### src/rtl/rf_wb_sched_pkg.sv
// Shared sizing defaults and write-back source identifiers for the
// register-file write-back scheduler.
package rf_ctrl_pkg;

  localparam int RF_DATA_WIDTH  = 32;
  localparam int RF_REG_NUM     = 32;
  localparam int RF_REG_NUM_BIT = 5;

  typedef enum logic {
    SRC_ALU = 1'b0,
    SRC_LSU = 1'b1
  } src_id_e;

endpackage

### src/rtl/rf_wb_sched_if.sv
// Issue, write-back and register-file write-port signals of the scheduler.
// The slave side is the scheduler; the master side is decode, units and bench.
interface rf_wb_sched_if
  import rf_ctrl_pkg::*;
#(
  parameter int DATA_WIDTH  = RF_DATA_WIDTH,
  parameter int REG_NUM_BIT = RF_REG_NUM_BIT
) ();

  logic                   iss_valid;
  logic [REG_NUM_BIT-1:0] iss_rs1;
  logic [REG_NUM_BIT-1:0] iss_rs2;
  logic                   iss_rs1_en;
  logic                   iss_rs2_en;
  logic [REG_NUM_BIT-1:0] iss_rd;
  logic                   iss_rd_en;
  logic                   iss_ready;

  logic                   wb0_valid;
  logic [REG_NUM_BIT-1:0] wb0_addr;
  logic [DATA_WIDTH-1:0]  wb0_data;
  logic                   wb0_ready;
  logic                   wb1_valid;
  logic [REG_NUM_BIT-1:0] wb1_addr;
  logic [DATA_WIDTH-1:0]  wb1_data;
  logic                   wb1_ready;

  logic                   rf_wen;
  logic [REG_NUM_BIT-1:0] rf_waddr;
  logic [DATA_WIDTH-1:0]  rf_wdata;
  logic                   wb_err;

  modport slave (
    input  iss_valid, iss_rs1, iss_rs2, iss_rs1_en, iss_rs2_en, iss_rd, iss_rd_en,
    input  wb0_valid, wb0_addr, wb0_data, wb1_valid, wb1_addr, wb1_data,
    output iss_ready, wb0_ready, wb1_ready,
    output rf_wen, rf_waddr, rf_wdata, wb_err
  );

  modport master (
    output iss_valid, iss_rs1, iss_rs2, iss_rs1_en, iss_rs2_en, iss_rd, iss_rd_en,
    output wb0_valid, wb0_addr, wb0_data, wb1_valid, wb1_addr, wb1_data,
    input  iss_ready, wb0_ready, wb1_ready,
    input  rf_wen, rf_waddr, rf_wdata, wb_err
  );

endinterface

### src/rtl/rf_wb_sched_rr_arb2.sv
// Two-request round-robin arbiter; on contention the source that did not
// win most recently is granted.
module rr_arb2
  import rf_ctrl_pkg::*;
(
  input  logic       clk,
  input  logic       rst_n,
  input  logic [1:0] req,
  output logic [1:0] gnt
);

  src_id_e last;

  always_comb begin
    gnt = 2'b00;
    case (req)
      2'b01:   gnt = 2'b01;
      2'b10:   gnt = 2'b10;
      2'b11:   gnt = (last == SRC_LSU) ? 2'b01 : 2'b10;
      default: gnt = 2'b00;
    endcase
  end

  // Reset to LSU so the ALU wins the first contest.
  always_ff @(posedge clk or negedge rst_n) begin
    if (!rst_n) begin
      last <= SRC_LSU;
    end else if (|gnt) begin
      last <= gnt[1] ? SRC_LSU : SRC_ALU;
    end
  end

endmodule

### src/rtl/rf_wb_sched.sv
// Write-back scheduler and scoreboard: arbitrates ALU/LSU results onto the
// single register-file write port and stalls issue on RAW/WAW hazards.
module rf_wb_sched
  import rf_ctrl_pkg::*;
#(
  parameter int DATA_WIDTH  = RF_DATA_WIDTH,
  parameter int REG_NUM     = RF_REG_NUM,
  parameter int REG_NUM_BIT = RF_REG_NUM_BIT
) (
  input  logic         clk,
  input  logic         rst_n,
  rf_wb_sched_if.slave bus
);

  logic [REG_NUM-1:0]     busy;
  logic [REG_NUM-1:0]     busy_nxt;
  logic [1:0]             req;
  logic [1:0]             gnt;
  logic                   grant;
  src_id_e                sel;
  logic [REG_NUM_BIT-1:0] wb_addr;
  logic [DATA_WIDTH-1:0]  wb_data;
  logic                   hazard;
  logic                   issue_fire;
  logic                   wen_q;
  logic [REG_NUM_BIT-1:0] waddr_q;
  logic [DATA_WIDTH-1:0]  wdata_q;
  logic                   err_q;

  always_comb begin
    hazard = (bus.iss_rs1_en & busy[bus.iss_rs1])
           | (bus.iss_rs2_en & busy[bus.iss_rs2])
           | (bus.iss_rd_en  & busy[bus.iss_rd]);
    issue_fire = bus.iss_valid & ~hazard & bus.iss_rd_en & (bus.iss_rd != '0);
  end

  assign bus.iss_ready = ~hazard;

  // Requests are masked during reset so sources never see a ready then.
  assign req = {bus.wb1_valid, bus.wb0_valid} & {2{rst_n}};

  rr_arb2 u_arb (
    .clk   (clk),
    .rst_n (rst_n),
    .req   (req),
    .gnt   (gnt)
  );

  assign bus.wb0_ready = gnt[0];
  assign bus.wb1_ready = gnt[1];

  always_comb begin
    grant   = |gnt;
    sel     = gnt[1] ? SRC_LSU : SRC_ALU;
    wb_addr = (sel == SRC_LSU) ? bus.wb1_addr : bus.wb0_addr;
    wb_data = (sel == SRC_LSU) ? bus.wb1_data : bus.wb0_data;
  end

  // The clear from a committing write and the set from a new issue never
  // hit the same register, since issue stalls while rd is busy.
  always_comb begin
    busy_nxt = busy;
    if (wen_q) begin
      busy_nxt[waddr_q] = 1'b0;
    end
    if (issue_fire) begin
      busy_nxt[bus.iss_rd] = 1'b1;
    end
    busy_nxt[0] = 1'b0;
  end

  always_ff @(posedge clk or negedge rst_n) begin
    if (!rst_n) begin
      busy <= '0;
    end else begin
      busy <= busy_nxt;
    end
  end

  // Address/data hold their last granted value when nothing is accepted;
  // a write to x0 is accepted but never raises the write enable.
  always_ff @(posedge clk or negedge rst_n) begin
    if (!rst_n) begin
      wen_q   <= 1'b0;
      waddr_q <= '0;
      wdata_q <= '0;
      err_q   <= 1'b0;
    end else begin
      wen_q <= grant & (wb_addr != '0);
      if (grant) begin
        waddr_q <= wb_addr;
        wdata_q <= wb_data;
        if ((wb_addr != '0) && !busy[wb_addr]) begin
          err_q <= 1'b1;
        end
      end
    end
  end

  assign bus.rf_wen   = wen_q;
  assign bus.rf_waddr = waddr_q;
  assign bus.rf_wdata = wdata_q;
  assign bus.wb_err   = err_q;

endmodule

### src/flat_wrapper.sv
// flat-port wrapper written by rule: the top's interface ports become plain ports
module rf_wb_sched_flat import rf_ctrl_pkg::*;
#(
  parameter int DATA_WIDTH  = RF_DATA_WIDTH,
  parameter int REG_NUM     = RF_REG_NUM,
  parameter int REG_NUM_BIT = RF_REG_NUM_BIT
)
  (clk, rst_n, bus_iss_valid, bus_iss_rs1, bus_iss_rs2, bus_iss_rs1_en, bus_iss_rs2_en, bus_iss_rd, bus_iss_rd_en, bus_wb0_valid, bus_wb0_addr, bus_wb0_data, bus_wb1_valid, bus_wb1_addr, bus_wb1_data, bus_iss_ready, bus_wb0_ready, bus_wb1_ready, bus_rf_wen, bus_rf_waddr, bus_rf_wdata, bus_wb_err);
  rf_wb_sched_if #(.DATA_WIDTH(DATA_WIDTH), .REG_NUM_BIT(REG_NUM_BIT)) bus_i ();
  input  logic clk;
  input  logic rst_n;
  input wire logic [$bits(bus_i.iss_valid)-1:0] bus_iss_valid;
  input wire logic [$bits(bus_i.iss_rs1)-1:0] bus_iss_rs1;
  input wire logic [$bits(bus_i.iss_rs2)-1:0] bus_iss_rs2;
  input wire logic [$bits(bus_i.iss_rs1_en)-1:0] bus_iss_rs1_en;
  input wire logic [$bits(bus_i.iss_rs2_en)-1:0] bus_iss_rs2_en;
  input wire logic [$bits(bus_i.iss_rd)-1:0] bus_iss_rd;
  input wire logic [$bits(bus_i.iss_rd_en)-1:0] bus_iss_rd_en;
  input wire logic [$bits(bus_i.wb0_valid)-1:0] bus_wb0_valid;
  input wire logic [$bits(bus_i.wb0_addr)-1:0] bus_wb0_addr;
  input wire logic [$bits(bus_i.wb0_data)-1:0] bus_wb0_data;
  input wire logic [$bits(bus_i.wb1_valid)-1:0] bus_wb1_valid;
  input wire logic [$bits(bus_i.wb1_addr)-1:0] bus_wb1_addr;
  input wire logic [$bits(bus_i.wb1_data)-1:0] bus_wb1_data;
  output wire logic [$bits(bus_i.iss_ready)-1:0] bus_iss_ready;
  output wire logic [$bits(bus_i.wb0_ready)-1:0] bus_wb0_ready;
  output wire logic [$bits(bus_i.wb1_ready)-1:0] bus_wb1_ready;
  output wire logic [$bits(bus_i.rf_wen)-1:0] bus_rf_wen;
  output wire logic [$bits(bus_i.rf_waddr)-1:0] bus_rf_waddr;
  output wire logic [$bits(bus_i.rf_wdata)-1:0] bus_rf_wdata;
  output wire logic [$bits(bus_i.wb_err)-1:0] bus_wb_err;
  assign bus_i.iss_valid = bus_iss_valid;
  assign bus_i.iss_rs1 = bus_iss_rs1;
  assign bus_i.iss_rs2 = bus_iss_rs2;
  assign bus_i.iss_rs1_en = bus_iss_rs1_en;
  assign bus_i.iss_rs2_en = bus_iss_rs2_en;
  assign bus_i.iss_rd = bus_iss_rd;
  assign bus_i.iss_rd_en = bus_iss_rd_en;
  assign bus_i.wb0_valid = bus_wb0_valid;
  assign bus_i.wb0_addr = bus_wb0_addr;
  assign bus_i.wb0_data = bus_wb0_data;
  assign bus_i.wb1_valid = bus_wb1_valid;
  assign bus_i.wb1_addr = bus_wb1_addr;
  assign bus_i.wb1_data = bus_wb1_data;
  assign bus_iss_ready = bus_i.iss_ready;
  assign bus_wb0_ready = bus_i.wb0_ready;
  assign bus_wb1_ready = bus_i.wb1_ready;
  assign bus_rf_wen = bus_i.rf_wen;
  assign bus_rf_waddr = bus_i.rf_waddr;
  assign bus_rf_wdata = bus_i.rf_wdata;
  assign bus_wb_err = bus_i.wb_err;
  rf_wb_sched #(.DATA_WIDTH(DATA_WIDTH), .REG_NUM(REG_NUM), .REG_NUM_BIT(REG_NUM_BIT)) u_core (.clk(clk), .rst_n(rst_n), .bus(bus_i));
endmodule
### config.mk
export PLATFORM = sky130hd
export DESIGN_NAME = rf_wb_sched_flat
export DESIGN_NICKNAME = d
export VERILOG_FILES = /design/src/rtl/rf_wb_sched_pkg.sv /design/src/rtl/rf_wb_sched_if.sv /design/src/rtl/rf_wb_sched_rr_arb2.sv /design/src/rtl/rf_wb_sched.sv /design/src/flat_wrapper.sv
export SDC_FILE = /design/constraint.sdc
export NUM_CORES = 1
export LEC_CHECK = 0
export ABC_AREA = 0
export BUFFER_PORTS_ARGS = -buffer_cell sky130_fd_sc_hd__buf_2
export CAP_MARGIN = 10
export CORE_MARGIN = 4
export CORE_UTILIZATION = 51
export DETAILED_ROUTE_END_ITERATION = 8
export PLACE_DENSITY_LB_ADDON = 0.25
export SLEW_MARGIN = 25
export SYNTH_ARGS = -nofsm -noshare
export SYNTH_HDL_FRONTEND = slang
export SYNTH_SLANG_ARGS = --single-unit
export TNS_END_PERCENT = 20
### constraint.sdc
create_clock -name clk -period 2.8 [get_ports clk]
set_input_delay 0.28 -clock clk [delete_from_list [all_inputs] [get_ports clk]]
set_output_delay 0.28 -clock clk [all_outputs]
set_load 0.1 [all_outputs]
==> impl_metrics.yaml <==
outcome:
  status: "complete, but fails checks"
  violations: "setup timing"
flow_run:
  maxCapViolations: 0
floorplan:
  die-area_um2: 9570
  pin_count: 139
  initial_core_util_pct: 53.0
  core-area_um2: 7770
  die_w_um: 97.8
  dieHeight_um: 97.8
  rows: 32
synth:
  syn_avg_cell_area_um2: 9.89
  synth_commonest_cells: "73 x nor2_1, 70 x dfrtp_1, 68 x o21ai_0"
  synth-seq-cells: 71
  synth.largest_area_cell: "dfrtp_1"
  synth_ff_type: "dfrtp_1"
  syn_nets: 513
  synth_area_um2: 4120
  synth_edf_count: 0
  yosysUniqueCellTypes: 42
  yosysTopAreaCellShare_pct: 42.6
  yosysWarnings: 0
  syn_inst: 416
  synth.most_common_cell: "nor2_1"
  ys_async_sr_fraction_pct: 100
  synth-seq-area-share_pct: 43.2
  synth.area.top_cells: "dfrtp_1 43%, mux4_2 14%, o21ai_0 8.3%"
worst_setup_path:
  worstPathCellList: "buf_4 -> mux4_2 -> mux4_2 -> nand2b_4 -> a32o_2 -> a21oi_4 -> buf_12"
  worstSetupPathType: "register to output port"
  cp_max_fo: 2
  crit_buf_inv: 2
  critPathSlowestCell: "mux4_2"
  critPathArrivalTime_ps: 2580
  cp.required_ps: 2520
  crit_family: "multiplexers"
  cpPeakStageDelay_ps: 470
  crit_top_cell: "mux4_2"
  end_kind: "output port"
  cp-start-kind: "register"
placed_design:
  dpl.hpwl_um: 10500
  numPlacedInstances: 658
  place.port_buffers: 138
  finalWeightedCongestion: 1.02
  placed_area_um2: 5090
  pre_cts_ws_ps: -67.6
route:
  drt_iter0_drc: 469
  drc: 0
  via_per_inst: 6.26
  drt_first_pass_iters: 5
  ant_nets: 0
  post_drt_wl_per_cell_um: 20.3
  routed_wirelength_um: 13800
  vias: 4258
grt:
  first_global_vias: 4163
  antenna_found_initial: 0
  globalRouteOverflowTotal: 0
  grt_max_degree: 45
  grt_pass1_wl_um: 21600
  global_route.usage.total_pct: 28.7
sta:
  setup_viol: 2
  period_needed_ps: 2860
  finClkSkew_ps: 11.3
  slew_headroom_pct: 62.1
  hold_viol: 0
  fmax_ghz: 0.350
  rsz0062_at_grt: "true"
  min_period_over_period_pct: 102
  drv_slew: 0
  worstMarginPinSlew_ps: 569
  worst_slack_ps: -60.7
  tns_ps: -65.9
clock_tree:
  clk_latency_ps: 350
  cts_made_buffers: 9
  cts.clk_slew.worst_paths_ps: 80
  cts_tree: "yes"
  h-tree-depth: 3
  clockBufferDepth: 2
  hold_buffers: 0
  cts_root_buf: "clkbuf_8"
  cts.sinks: 71
final_layout:
  multi_input_area_um2: 2260
  seqCellArea_um2: 1780
  final_area_um2: 5390
  num-fill-cells: 608
  drive_above_1_share_pct: 39.1
  fin_nets: 670
  area_growth_pct: 31.0
  diodes: 0
  layoutNonFillerInstCount: 680
pwr:
  power_frac_seq_pct: 35.1
  pwr-share-comb_pct: 45.4
  power_w: 0.00477
  pwr-share-clk_pct: 19.5
  swShare_pct: 44.3
  p_leak_nw: 2.36
  vdd_drop_max_mv: 0.489
  powerDensity_nw_per_um2: 885
  internal_power_w: 0.00266
  p_sw_w: 0.00211
hold_path:
  hold_class: "input port to asynchronous set/reset pin"
==> cells in the final DEF (no fill, tap or decap), types with 10 or more instances in the layout <==
cell type / instances
buf_2: 135
nor2_1: 72
dfrtp_1: 70
o21ai_0: 56
o22ai_1: 34
buf_4: 29
mux4_2: 26
nand2_1: 20
mux2i_1: 16
o21ai_1: 12
nand3b_1: 11
clkbuf_8: 10
==> power by group through the flow <==
stage	combinational [W]	sequential [W]	clock, W
2_1_floorplan	0.000838	0.00216	0
3_3_place_gp	0.00202	0.00166	0
3_5_place_dp	0.00207	0.00167	0
4_1_cts	0.00213	0.00164	0.000937
5_1_grt	0.00229	0.00169	0.000982
6_report	0.00216	0.00168	0.000930
==> final timing paths <==
path,end,start,slack (ps),cells past startpoint
worst min register to register,u_core.u_arb.last$_DFFE_PN1P_,u_core.u_arb.last$_DFFE_PN1P_,510,2
max in group asynchronous,u_core.busy[9]$_DFF_PN0_,rst_n,2310,2
worst min-delay path,u_core.bus.rf_wdata[30]$_DFFE_PN0P_,rst_n,20,2
min in group clk,u_core.bus.rf_wdata[14]$_DFFE_PN0P_,bus_wb0_data[14],160,3
worst max-delay path,bus_iss_ready,u_core.busy[31]$_DFF_PN0_,-60,7
worst max register to register,u_core.busy[25]$_DFF_PN0_,u_core.busy[31]$_DFF_PN0_,-10,8
==> state kept, by name, summed over array words and instances, names as in the netlist <==
register / flops
u_core.busy: 31
u_core.bus.rf_wdata: 32
u_core.bus.rf_wen: 1
u_core.bus.rf_waddr: 5
u_core.u_arb.last: 1
u_core.bus.wb_err: 1
==> final cells by class <==
| cell class | instances | area share [%] |
|---|---|---|
| clock buffer | 12 | 2.69 |
| clock inverter | 4 | 1.44 |
| inverter | 7 | 0.487 |
| multi-input combinational | 315 | 41.9 |
| sequential | 71 | 33.0 |
| tap | 102 | 2.37 |
| timing repair buffer | 169 | 18.1 |
==> stage by stage <==
step | hold WS, ps | utilization, %
finish | 22.3 | 69.4
global route | 68.6 | 69.4
CTS | 16.1 | 69.2
detailed placement | 388 | 65.5
global placement | 374 | 65.5
floorplan | -15.6 | -
==> metal layers <==
| layer | vias to the layer above | wire [µm] | global-route usage, % |
|---|---|---|---|
| met5 | - | 0 | 0 |
| met4 | 0 | 553 | 13.7 |
| met3 | 53 | 1550 | 6.57 |
| li1 | 1876 | - | - |
| met1 | 2039 | 5050 | 37.1 |
| met2 | 290 | 6660 | 46.1 |
==> cells by family after synthesis <==
family	synth area share, %
mux	18.9
buf+inv	2.80
simple gates	16.3
flops	43.2
compound gates	18.7
==> timing repair <==
item                       4_1_cts  5_1_grt
hold endpoints to repair         0        0
resized for setup                5       15
setup buffers                    5        1
setup endpoints to repair        1       33
pin swaps                        5        6
No activity file was read; power rests on OpenSTA's default activity.
